<file path="src/rtl/rst_seq_ctrl.sv">
// Reset sequencing controller: per-channel reset conditioning with synchronised,
// stretched release and an ordered, gapped release of all channels after a
// global reset. A bypass mode routes the raw global request to every channel.
module rst_seq_ctrl #(
  parameter int NUM_CH      = 8,
  parameter int SYNC_STAGES = 2,
  parameter int STRETCH_W   = 8,
  parameter int GAP_CYCLES  = 4
) (
  input  logic                 HCLK,
  input  logic                 HRESETN,
  input  logic                 glob_req,
  input  logic [NUM_CH-1:0]    rst_req,
  input  logic                 bypass,
  input  logic [STRETCH_W-1:0] stretch_len,
  output logic [NUM_CH-1:0]    chan_rst,
  output logic                 seq_busy,
  output logic                 seq_done
);

  localparam int IDX_W = (NUM_CH > 1) ? $clog2(NUM_CH) : 1;
  localparam int GAP_W = (GAP_CYCLES > 1) ? $clog2(GAP_CYCLES) : 1;

  typedef enum logic [1:0] {
    S_IDLE,
    S_HOLD,
    S_RELEASE,
    S_DONE
  } state_t;

  logic [NUM_CH-1:0]                     req;
  logic [NUM_CH-1:0]                     tail;
  logic [NUM_CH-1:0]                     cnt_nz;
  logic                                  gtail;

  logic [SYNC_STAGES-1:0][NUM_CH-1:0]    sync_q, sync_d;
  logic [SYNC_STAGES-1:0]                gsync_q, gsync_d;
  logic [NUM_CH-1:0][STRETCH_W-1:0]      cnt_q, cnt_d;
  logic [STRETCH_W-1:0]                  gcnt_q, gcnt_d;

  state_t                                state_q, state_d;
  logic [NUM_CH-1:0]                     hold_q, hold_d;
  logic [IDX_W-1:0]                      idx_q, idx_d;
  logic [GAP_W-1:0]                      gap_q, gap_d;
  logic                                  busy_q, busy_d;
  logic                                  done_q, done_d;

  assign req   = rst_req | {NUM_CH{glob_req}};
  assign tail  = sync_q[SYNC_STAGES-1];
  assign gtail = gsync_q[SYNC_STAGES-1];

  // Shift requests through the synchronisers and run the stretch counters (load wins over decrement)
  always_comb begin
    sync_d  = {sync_q[SYNC_STAGES-2:0], req};
    gsync_d = {gsync_q[SYNC_STAGES-2:0], glob_req};
    cnt_nz  = '0;
    cnt_d   = cnt_q;
    for (int i = 0; i < NUM_CH; i++) begin
      cnt_nz[i] = (cnt_q[i] != '0);
      if (tail[i]) begin
        cnt_d[i] = stretch_len;
      end else if (cnt_nz[i]) begin
        cnt_d[i] = cnt_q[i] - STRETCH_W'(1);
      end
    end
    if (gtail) begin
      gcnt_d = stretch_len;
    end else if (gcnt_q != '0) begin
      gcnt_d = gcnt_q - STRETCH_W'(1);
    end else begin
      gcnt_d = gcnt_q;
    end
  end

  // Synchroniser and counter registers; reset makes every request look freshly asserted
  always_ff @(posedge HCLK) begin
    if (!HRESETN) begin
      sync_q  <= '1;
      gsync_q <= '1;
      cnt_q   <= '0;
      gcnt_q  <= '0;
    end else begin
      sync_q  <= sync_d;
      gsync_q <= gsync_d;
      cnt_q   <= cnt_d;
      gcnt_q  <= gcnt_d;
    end
  end

  // Sequencer next state: hold all channels, then release them one at a time, restart on a new global request
  always_comb begin
    state_d = state_q;
    hold_d  = hold_q;
    idx_d   = idx_q;
    gap_d   = gap_q;
    done_d  = 1'b0;
    case (state_q)
      S_IDLE: begin
        hold_d = '0;
        if (gtail) begin
          state_d = S_HOLD;
          hold_d  = '1;
          idx_d   = '0;
          gap_d   = '0;
        end
      end
      S_HOLD: begin
        hold_d = '1;
        if (!gtail && (gcnt_q == '0)) begin
          state_d = S_RELEASE;
          idx_d   = '0;
          gap_d   = '0;
        end
      end
      S_RELEASE: begin
        if (gtail) begin
          state_d = S_HOLD;
          hold_d  = '1;
          idx_d   = '0;
          gap_d   = '0;
        end else if (gap_q == '0) begin
          hold_d[idx_q] = 1'b0;
          if (idx_q == IDX_W'(NUM_CH - 1)) begin
            state_d = S_DONE;
            done_d  = 1'b1;
          end else begin
            idx_d = idx_q + IDX_W'(1);
            gap_d = GAP_W'(GAP_CYCLES - 1);
          end
        end else begin
          gap_d = gap_q - GAP_W'(1);
        end
      end
      S_DONE: begin
        if (gtail) begin
          state_d = S_HOLD;
          hold_d  = '1;
          idx_d   = '0;
          gap_d   = '0;
        end else begin
          state_d = S_IDLE;
        end
      end
      default: begin
        state_d = S_HOLD;
        hold_d  = '1;
        idx_d   = '0;
        gap_d   = '0;
      end
    endcase
    busy_d = (state_d != S_IDLE);
  end

  // Sequencer registers including the registered busy/done decodes; reset parks it in HOLD
  always_ff @(posedge HCLK) begin
    if (!HRESETN) begin
      state_q <= S_HOLD;
      hold_q  <= '1;
      idx_q   <= '0;
      gap_q   <= '0;
      busy_q  <= 1'b1;
      done_q  <= 1'b0;
    end else begin
      state_q <= state_d;
      hold_q  <= hold_d;
      idx_q   <= idx_d;
      gap_q   <= gap_d;
      busy_q  <= busy_d;
      done_q  <= done_d;
    end
  end

  assign chan_rst = bypass ? {NUM_CH{glob_req}} : (req | tail | cnt_nz | hold_q);
  assign seq_busy = busy_q;
  assign seq_done = done_q;

endmodule

</file>
<file path="config.mk">
export PLATFORM = sky130hd
export DESIGN_NAME = rst_seq_ctrl
export DESIGN_NICKNAME = d
export VERILOG_FILES = /design/src/rtl/rst_seq_ctrl.sv
export SDC_FILE = /design/constraint.sdc
export NUM_CORES = 1
export LEC_CHECK = 0
export BUFFER_PORTS_ARGS = -buffer_cell sky130_fd_sc_hd__buf_4
export CORE_UTILIZATION = 60
export CTS_BUF_LIST = sky130_fd_sc_hd__clkbuf_8
export DETAILED_ROUTE_END_ITERATION = 10
export GPL_ROUTABILITY_DRIVEN = 0
export HOLD_SLACK_MARGIN = 0.02
export PLACE_DENSITY = 0.78
export SLEW_MARGIN = 20
export SYNTH_ARGS = -nofsm -noshare
export SYNTH_HDL_FRONTEND = slang
export SYNTH_SLANG_ARGS = --single-unit
</file>
<file path="constraint.sdc">
create_clock -name HCLK -period 2.25 [get_ports HCLK]
set_clock_uncertainty 0.15 [all_clocks]
set_input_delay 0.225 -clock HCLK [delete_from_list [all_inputs] [get_ports HCLK]]
set_output_delay 0.225 -clock HCLK [all_outputs]
set_load 0.01 [all_outputs]
</file>
After elaboration in Yosys (flattened, before gate mapping) --
Index checks and enable logic that the tools add are counted.
Word-level totals: output and inout port bits 10, input bits 20, word-level logic and storage cells 126, flip-flop bits (word level) 107
Operators by class: add/sub/neg operators 11, bitwise gates (word level) 9, reduce and logical (&&, ||, !) cells 30, $lt $le $gt $ge 2, mux-type cells 46, equal/unequal tests 10
Operators with widths (number):
- 2-to-1 mux 8 bit | 23
- nonzero test 8 bit | 9
- subtractor 8 x 1 -> 8 bit (second input constant) | 9
- OR 8 bit | 4
- case mux 8 bit (4 select lines) | 1
- 2-to-1 mux 2 bit | 10
- nonzero test 2 bit | 10
- 2-to-1 mux 3 bit | 5
- case mux 3 bit (3 select lines) | 1
- AND 8 bit | 1
- logical NOT 8 bit | 1
- inverter 8 bit | 1
- case mux 2 bit (4 select lines) | 1
- inequality test 3 bit (second input constant) | 2
- case mux 2 bit (3 select lines) | 1
- == test 2 bit (second input constant) | 2
- logical NOT 2 bit | 2
- less-than comparator 3 x 4 -> 1 bit (second input constant) | 1
- inequality test 2 bit (second input constant) | 2
- inequality test 4 bit (second input constant) | 1
- AND reduction 4 bit | 1
- OR reduction 4 bit | 1
- adder 3 x 1 -> 3 bit (second input constant) | 1
- demux 1 bit (select 3 bit) | 1
- 12 further kinds | 17

Logic depth before layout (Yosys ltp) --
Gate-level depths: netlist (run 1).
word-level depth 9, depth in mapped cells 7, depth with buffers taken out 6

Least setup slack after synthesis (run 1) --
No wires, ideal clock.
kind flip-flop to output port, from register cnt_q[3] in the netlist's numbering, to output port chan_rst[0], data arrival time 1.617 ns, data required time 1.875 ns, path buffers 0, setup slack 0.258 ns, stages on the path, launching flop included 5, cell sequence dfxtp_1 -> or4_4 -> or4_4 -> nor3_1 -> o21bai_1
On the way: cells in the longest elaborated chain, start to end 4
RTL lines:
- from (decl) | line 38 | logic [NUM_CH-1:0][STRETCH_W-1:0] cnt_q, cnt_d;
- from (signal assigned) | line 85 | cnt_q <= cnt_d;
- nonzero test 8 bit | line 59 | cnt_nz[i] = (cnt_q[i] != '0);
- OR 8 bit (2 in a row) | line 173 | assign chan_rst = bypass ? {NUM_CH{glob_req}} : (req | tail | cnt_nz | hold_q);
- 2-to-1 mux 8 bit | line 173
- to (decl) | line 16 | output logic [NUM_CH-1:0] chan_rst,
No other way between the ends.

Final worst setup path (run 1) --
Ends and elaborated chain as after synthesis.

==> results of run 1 <==
==> flip-flops by register name, summed over array words and instances, names as in the netlist <==
| name | count |
|---|---|
| cnt_q | 64 |
| gcnt_q | 8 |
| gsync_q | 2 |
| tail | 8 |
| idx_q | 3 |
| sync_d | 8 |
| hold_q | 8 |
| gap_q | 2 |
| state_q | 2 |
| seq_done | 1 |
| seq_busy | 1 |
==> logic make-up after synthesis <==
logic type | count (synthesis) | synth area share (%)
and+or+nand+nor | 292 | 27.1
DFF | 107 | 38.4
AOI/OAI and AO/OA | 105 | 13.1
buffers and inverters | 70 | 4.71
xor gates and xnor gates | 49 | 7.70
adders and majority gates | 23 | 5.16
muxes | 21 | 3.77
==> layer usage <==
layer | up-vias | track usage [%]
met3 | 20 | 5.01
li1 | 2375 | -
met5 | - | 0
met1 | 2247 | 36.3
met4 | 0 | 9.87
met2 | 172 | 48.2
==> power by group through the flow <==
stage	clock [µW]	sequential [µW]	combinational (µW)
after CTS	1310	2120	743
after global placement	0	2160	688
after global routing	1380	2150	858
after floorplan	0	2130	559
final	1290	2140	774
after detailed placement	0	2160	714
==> area by class of cell <==
type | instances | area [µm²] | share of cell area (%)
multi-input combinational | 490 | 3310 | 52.2
sequential | 107 | 2150 | 33.9
timing repair buffer | 53 | 418 | 6.59
clock buffer | 11 | 151 | 2.39
tap | 108 | 135 | 2.13
inverter | 30 | 113 | 1.78
clock inverter | 5 | 66.3 | 1.05
==> worst max path at each step <==
stage,start,endpoint,slack [ps],cells after the start
floorplan,cnt_q[3],chan_rst[0],260,4
CTS,cnt_q[3],chan_rst[0],-180,5
detailed placement,cnt_q[3],chan_rst[0],70,5
finish,cnt_q[3],chan_rst[0],-160,5
global placement,cnt_q[3],chan_rst[0],120,5
global route,cnt_q[3],chan_rst[0],-240,5
==> stage by stage <==
step,setup TNS (ps),util (%),setup WS (ps),std cells,power [µW]
floorplan,0,-,258,667,2690
global placement,0,66.1,119,773,2840
detailed placement,0,66.1,70.7,773,2880
CTS,-185,70.4,-185,802,4170
global route,-243,71.7,-243,804,4390
finish,-163,71.7,-163,804,4200
==> synth_stat cells, drive strengths merged (12+ instances only) <==
master and number:
clkbuf 32, xnor2 22, mux2i 21, o21ai 14, nand2 48, or4 12, xor2 27, dfxtp 107
inv 28, ha 23, nor3 20, nor2 69, o211a 15, a21oi 24, nand3 48, or3 14
nor4 19, a211oi 14, nand2b 36
==> worst reg2reg max path, cell delays in order, from the launching register on <==
cell and delay [ps]:
dfxtp_2 360, inv_1 80, ha_1 270, and4b_1 260, a311oi_1 290, o32ai_1 160
or3b_2 450
==> what timing repair did <==
item,in CTS,in global routing
buffers inserted,5,2
gates resized for setup,9,17
hold endpoints to repair,8,0
hold buffers,8,0
endpoints found under the setup margin,8,12
pin swaps,4,1
==> metrics.md, run 1 <==
| Metric | Value |
|---|---|
| Root Buffer | `clkbuf_8` |
| EDFF count, synth | `0` |
| Fraction of layout cells with a size suffix above 1 | `12.4%` |
| Total internal power | `2970 µW` |
| Nets | `734` |
| Worst slew margin | `46.1%` |
| First-pass GRT wire length | `21800 µm` |
| Minimum clock period after layout | `2410 ps` |
| R2R Setup Slk | `120 ps` |
| GRT overflow | `0` |
| CP max stage cell | `or4_4` |
| Final slew viol count | `0` |
| Initial Utilization | `63.0%` |
| Synth cell types | `43` |
| Worst setup margin | `-163 ps` |
| Maximum clock rate | `0.414 GHz` |
| CTS tree | `yes` |
| WP data required | `1880 ps` |
| Worst-margin pin slew | `808 ps` |
| Combinational share of power | `18.4%` |
| Post-DR wirelength/cell | `16.7 µm` |
| Drc violations | `4` |
| Register bit total from synthesis | `107` |
| Final setup violation count | `1` |
| Worst path most repeated cell | `or4_4` |
| RSZ-0062 raised after global routing | `yes` |
| PD cells | `662 nW/µm²` |
| Synth top area cells | `dfxtp_1 38%, ha_1 5.2%, nor2_1 4.6%` |
| Cell Rows | `34` |
| Post-synth top area share | `38.4%` |
| Syn nets | `710` |
| Number of routed nets with antenna violations | `0` |
| P_sw | `1230 µW` |
| Core Footprint | `8850 µm²` |
| Metal3 WL | `813 µm` |
| Routed WL | `13400 µm` |
| Crit path buffers/inverters | `1` |
| Largest net degree at the start of global routing | `36` |
| Sequential Power Share | `50.9%` |
| Die X-Extent | `98.4 µm` |
| Status | `complete, but fails checks` |
| Violated checks | `DRC, setup timing` |
| CP max stage delay | `540 ps` |
| Worst-path maximum fanout | `3` |
| Hold crit path type | `primary input to register` |
| Most frequent cells in the layout | `104 x dfxtp_1, 69 x nor2_1, 48 x nand2_1` |
| WHS | `38.1 ps` |
| Post-Syn Area | `5580 µm²` |
| Commonest non-fill, non-tap cell in the layout | `dfxtp_1` |
| Post-Synthesis Cells | `667` |
| Area after DPL | `5850 µm²` |
| Vias/cell | `5.99` |
| R2r worst-path depth | `6` |
| Maximum root-to-sink buffer count | `2` |
| Endpoint of the worst register-to-register path | `seq_busy` |
| DIE AREA | `9680 µm²` |
| YS warnings | `0` |
| Final Hold Viols | `0` |
| IO Port Bufs | `29` |
| Total number of vias | `4814` |
| Hold endpoint | `gsync_q[0]` |
| Min-delay src | `glob_req` |
| Nature of the critical path endpoint | `output pin` |
| GRT Resource Usage Total | `28.3%` |
| Fillers | `677` |
| Async SR Flop Fraction | `0%` |
| Initial detailed-routing violation count | `246` |
| Initial antenna violation count | `0` |
| Vias in the first global route | `4533` |
| Uppermost layer routed | `met4` |
| Hold Path Stages | `3` |
| Pleak | `0.00275 µW` |
| Critical Path Source Type | `register` |
| Clk pwr share | `30.7%` |
| H-tree depth | `3` |
| Crit path cell chain | `or4_4, or4_4, nor3_2, o21bai_1, buf_4` |
| Ant. Diodes | `0` |
| Sw frac | `29.3%` |
| Wire length on met1 | `5800 µm` |
| Clk sinks | `107` |
| Routed met2 length | `6520 µm` |
| Final instance area | `6340 µm²` |
| DP HPWL | `8700 µm` |
| Peak supply drop | `0.000481 V` |
| Die height | `98.4 µm` |
| Register area share after synthesis | `38.4%` |
| Clk slew on worst S/H paths | `100 ps` |
| CTS Buf Count | `9` |
| Worst-Skew Late Latency | `370 ps` |
| Area leader, netlist | `dfxtp_1` |
| Drt pass-1 iters | `8` |
| Layout area overhead | `13.7%` |
| Syn_area_per_cell | `8.36 µm²` |
| Critical path data arrival time | `2040 ps` |
| Fin crit share | `107%` |
| I/O pin total | `30` |
| Max cap viols | `0` |
| Synth Flop Type | `dfxtp_1` |
| CP top delay family | `simple AND/OR/NAND/NOR gates` |
| Crit path kind | `register to output pin` |
| Worst reg2reg startpoint | `state_q[0]` |
Note: power is estimated with default switching activity, not from simulation.
==> inputs of run 2 (changes only) <==
Settings changed: REMOVE_ABC_BUFFERS set to 1.
==> metrics.md, run 2 (synthesized netlist as in run 1, its figures left out) <==
| Metric | Value |
|---|---|
| Status | `complete, but fails checks` |
| Violated checks | `DRC, setup timing` |
| Root Buffer | `clkbuf_8` |
| Worst-margin pin slew | `772 ps (-36.4 ps)` |
| Initial antenna violation count | `0 (unchanged)` |
| Worst-path maximum fanout | `3 (unchanged)` |
| Initial detailed-routing violation count | `268 (+8.9%)` |
| Max cap viols | `0 (unchanged)` |
| Number of routed nets with antenna violations | `0 (unchanged)` |
| Biggest register | `cnt_q` |
| WP data required | `1880 ps (about the same)` |
| Layout area overhead | `13.6%` |
| Hold crit path type | `primary input to register` |
| Post-DR wirelength/cell | `16.9 µm (+1.5%)` |
| Core Footprint | `8850 µm² (unchanged)` |
| Ant. Diodes | `0 (unchanged)` |
| Area after DPL | `5870 µm² (+0.39%)` |
| Crit path cell chain | `or4_4, or4_4, nor3_2, o21bai_1, buf_4` |
| Worst path most repeated cell | `or4_4` |
| Vias/cell | `5.92 (-1.2%)` |
| Cell Rows | `34 (unchanged)` |
| Final instance area | `6330 µm² (-0.12%)` |
| Total number of vias | `4770 (-0.91%)` |
| Minimum clock period after layout | `2420 ps (+5.59 ps)` |
| Nets | `736 (+0.27%)` |
| Clk slew on worst S/H paths | `100 ps (about the same)` |
| GRT overflow | `0 (unchanged)` |
| CP max stage cell | `or4_4` |
| Die X-Extent | `98.4 µm (unchanged)` |
| First-pass GRT wire length | `22500 µm (+3.0%)` |
| Final Hold Viols | `0 (unchanged)` |
| CP top delay family | `simple AND/OR/NAND/NOR gates` |
| Most frequent cells in the layout | `106 x dfxtp_1, 69 x nor2_1, 48 x nand2_1` |
| GRT Resource Usage Total | `29.4% (+1.0 points)` |
| Clk sinks | `107 (unchanged)` |
| Commonest non-fill, non-tap cell in the layout | `dfxtp_1` |
| Crit path buffers/inverters | `1 (unchanged)` |
| DIE AREA | `9680 µm² (unchanged)` |
| Area of the multi-input gates | `3280 µm² (-0.98%)` |
| Fin crit share | `107% (+0.25 points)` |
| Worst slew margin | `48.5% (+2.4 points)` |
| DP HPWL | `8860 µm (+1.8%)` |
| Final slew viol count | `0 (unchanged)` |
| Nature of the critical path endpoint | `output pin` |
| I/O pin total | `30 (unchanged)` |
| Initial Utilization | `63.0% (unchanged)` |
| Crit path kind | `register to output pin` |
| Max reg flops | `64 (unchanged)` |
| IO Port Bufs | `29 (unchanged)` |
| Worst-Skew Late Latency | `370 ps (about the same)` |
| Fillers | `681 (+0.59%)` |
| Total power | `4230 µW (+0.76%)` |
| Vias in the first global route | `4598 (+1.4%)` |
| Routed WL | `13600 µm (+1.7%)` |
| Worst setup margin | `-168 ps (-5.59 ps)` |
| Fraction of layout cells with a size suffix above 1 | `11.6% (-0.75 points)` |
| Final Util | `71.6% (-0.085 points)` |
| Peak supply drop | `0.000352 V (-27%)` |
| Maximum root-to-sink buffer count | `2 (unchanged)` |
| Largest net degree at the start of global routing | `34 (-5.6%)` |
| PD cells | `668 nW/µm² (+0.88%)` |
| Drt pass-1 iters | `10 (+2)` |
| Reg area | `2150 µm² (-0.12%)` |
| Die height | `98.4 µm (unchanged)` |
| CTS Buf Count | `9 (unchanged)` |
| Final setup violation count | `1 (unchanged)` |
| WHS | `43.4 ps (+5.38 ps)` |
| Critical Path Source Type | `register` |
| CP max stage delay | `540 ps (about the same)` |
| Critical path data arrival time | `2040 ps (about the same)` |
| Drc violations | `2 (-2)` |
| Pleak | `0.00276 µW (+0.41%)` |
| H-tree depth | `3 (unchanged)` |
| CTS tree | `yes` |
| Maximum clock rate | `0.414 GHz (-0.23%)` |
| RSZ-0062 raised after global routing | `yes` |
[run 2: path summary, 6_finish.rpt]
kind / startpoint / to / slack, ps / cells past startpoint
min reg2reg: sync_d[11] / tail[3] / 260 / 1
max reg2reg: state_q[0] / seq_busy / 90 / 6
max: cnt_q[3] / chan_rst[0] / -170 / 5
min: glob_req / gsync_q[0] / 40 / 3
[run 2: worst register-to-register path, delay by kind of cell (launching register included)]
| kind | cells | cell delay [ps] |
|---|---|---|
| DFF | 1 | 400 |
| AOI/OAI and AO/OA | 2 | 400 |
| adders and majority gates | 1 | 280 |
| and+or+nand+nor | 2 | 720 |
| buffers and inverters | 1 | 100 |
[run 2: what timing repair did]
action / CTS / global route
endpoints found under the setup margin: 7 / 8
endpoints found under the hold margin: 8 / 0
pin swaps: 4 / 2
hold buffers: 8 / 0
gates resized for setup: 8 / 11
setup buffers: 5 / 1
[run 2: layer usage]
layer | GRT usage, % | vias up | routed length, µm
li1 | - | 2378 | -
met1 | 37.4 | 2231 | 6010
met2 | 50.0 | 134 | 6530
met3 | 6.30 | 27 | 752
met4 | 8.50 | 0 | 323
met5 | 0 | - | 0
[run 2: power by group]
| part | internal, µW | switching (µW) | leakage, µW |
|---|---|---|---|
| logic | 363 | 409 | 0.00176 |
| clock network | 660 | 666 | 0.000114 |
| registers | 2010 | 129 | 0.000886 |
| total | 3030 | 1200 | 0.00276 |
[run 2: metrics by stage]
| step | setup WS, ps | TNS (ps) | cells |
|---|---|---|---|
| after floorplan | 243 | 0 | 627 |
| after global placement | 108 | 0 | 776 |
| after detailed placement | 77.7 | 0 | 776 |
| after CTS | -188 | -188 | 805 |
| after global routing | -225 | -271 | 806 |
| final | -168 | -168 | 806 |
[run 2: area by class of cell]
cell class | count | share of cell area [%]
multi-input combinational | 490 | 51.7
clock buffer | 10 | 2.17
tap | 108 | 2.13
clock inverter | 6 | 1.40
inverter | 30 | 1.84
sequential | 107 | 33.9
timing repair buffer | 55 | 6.83
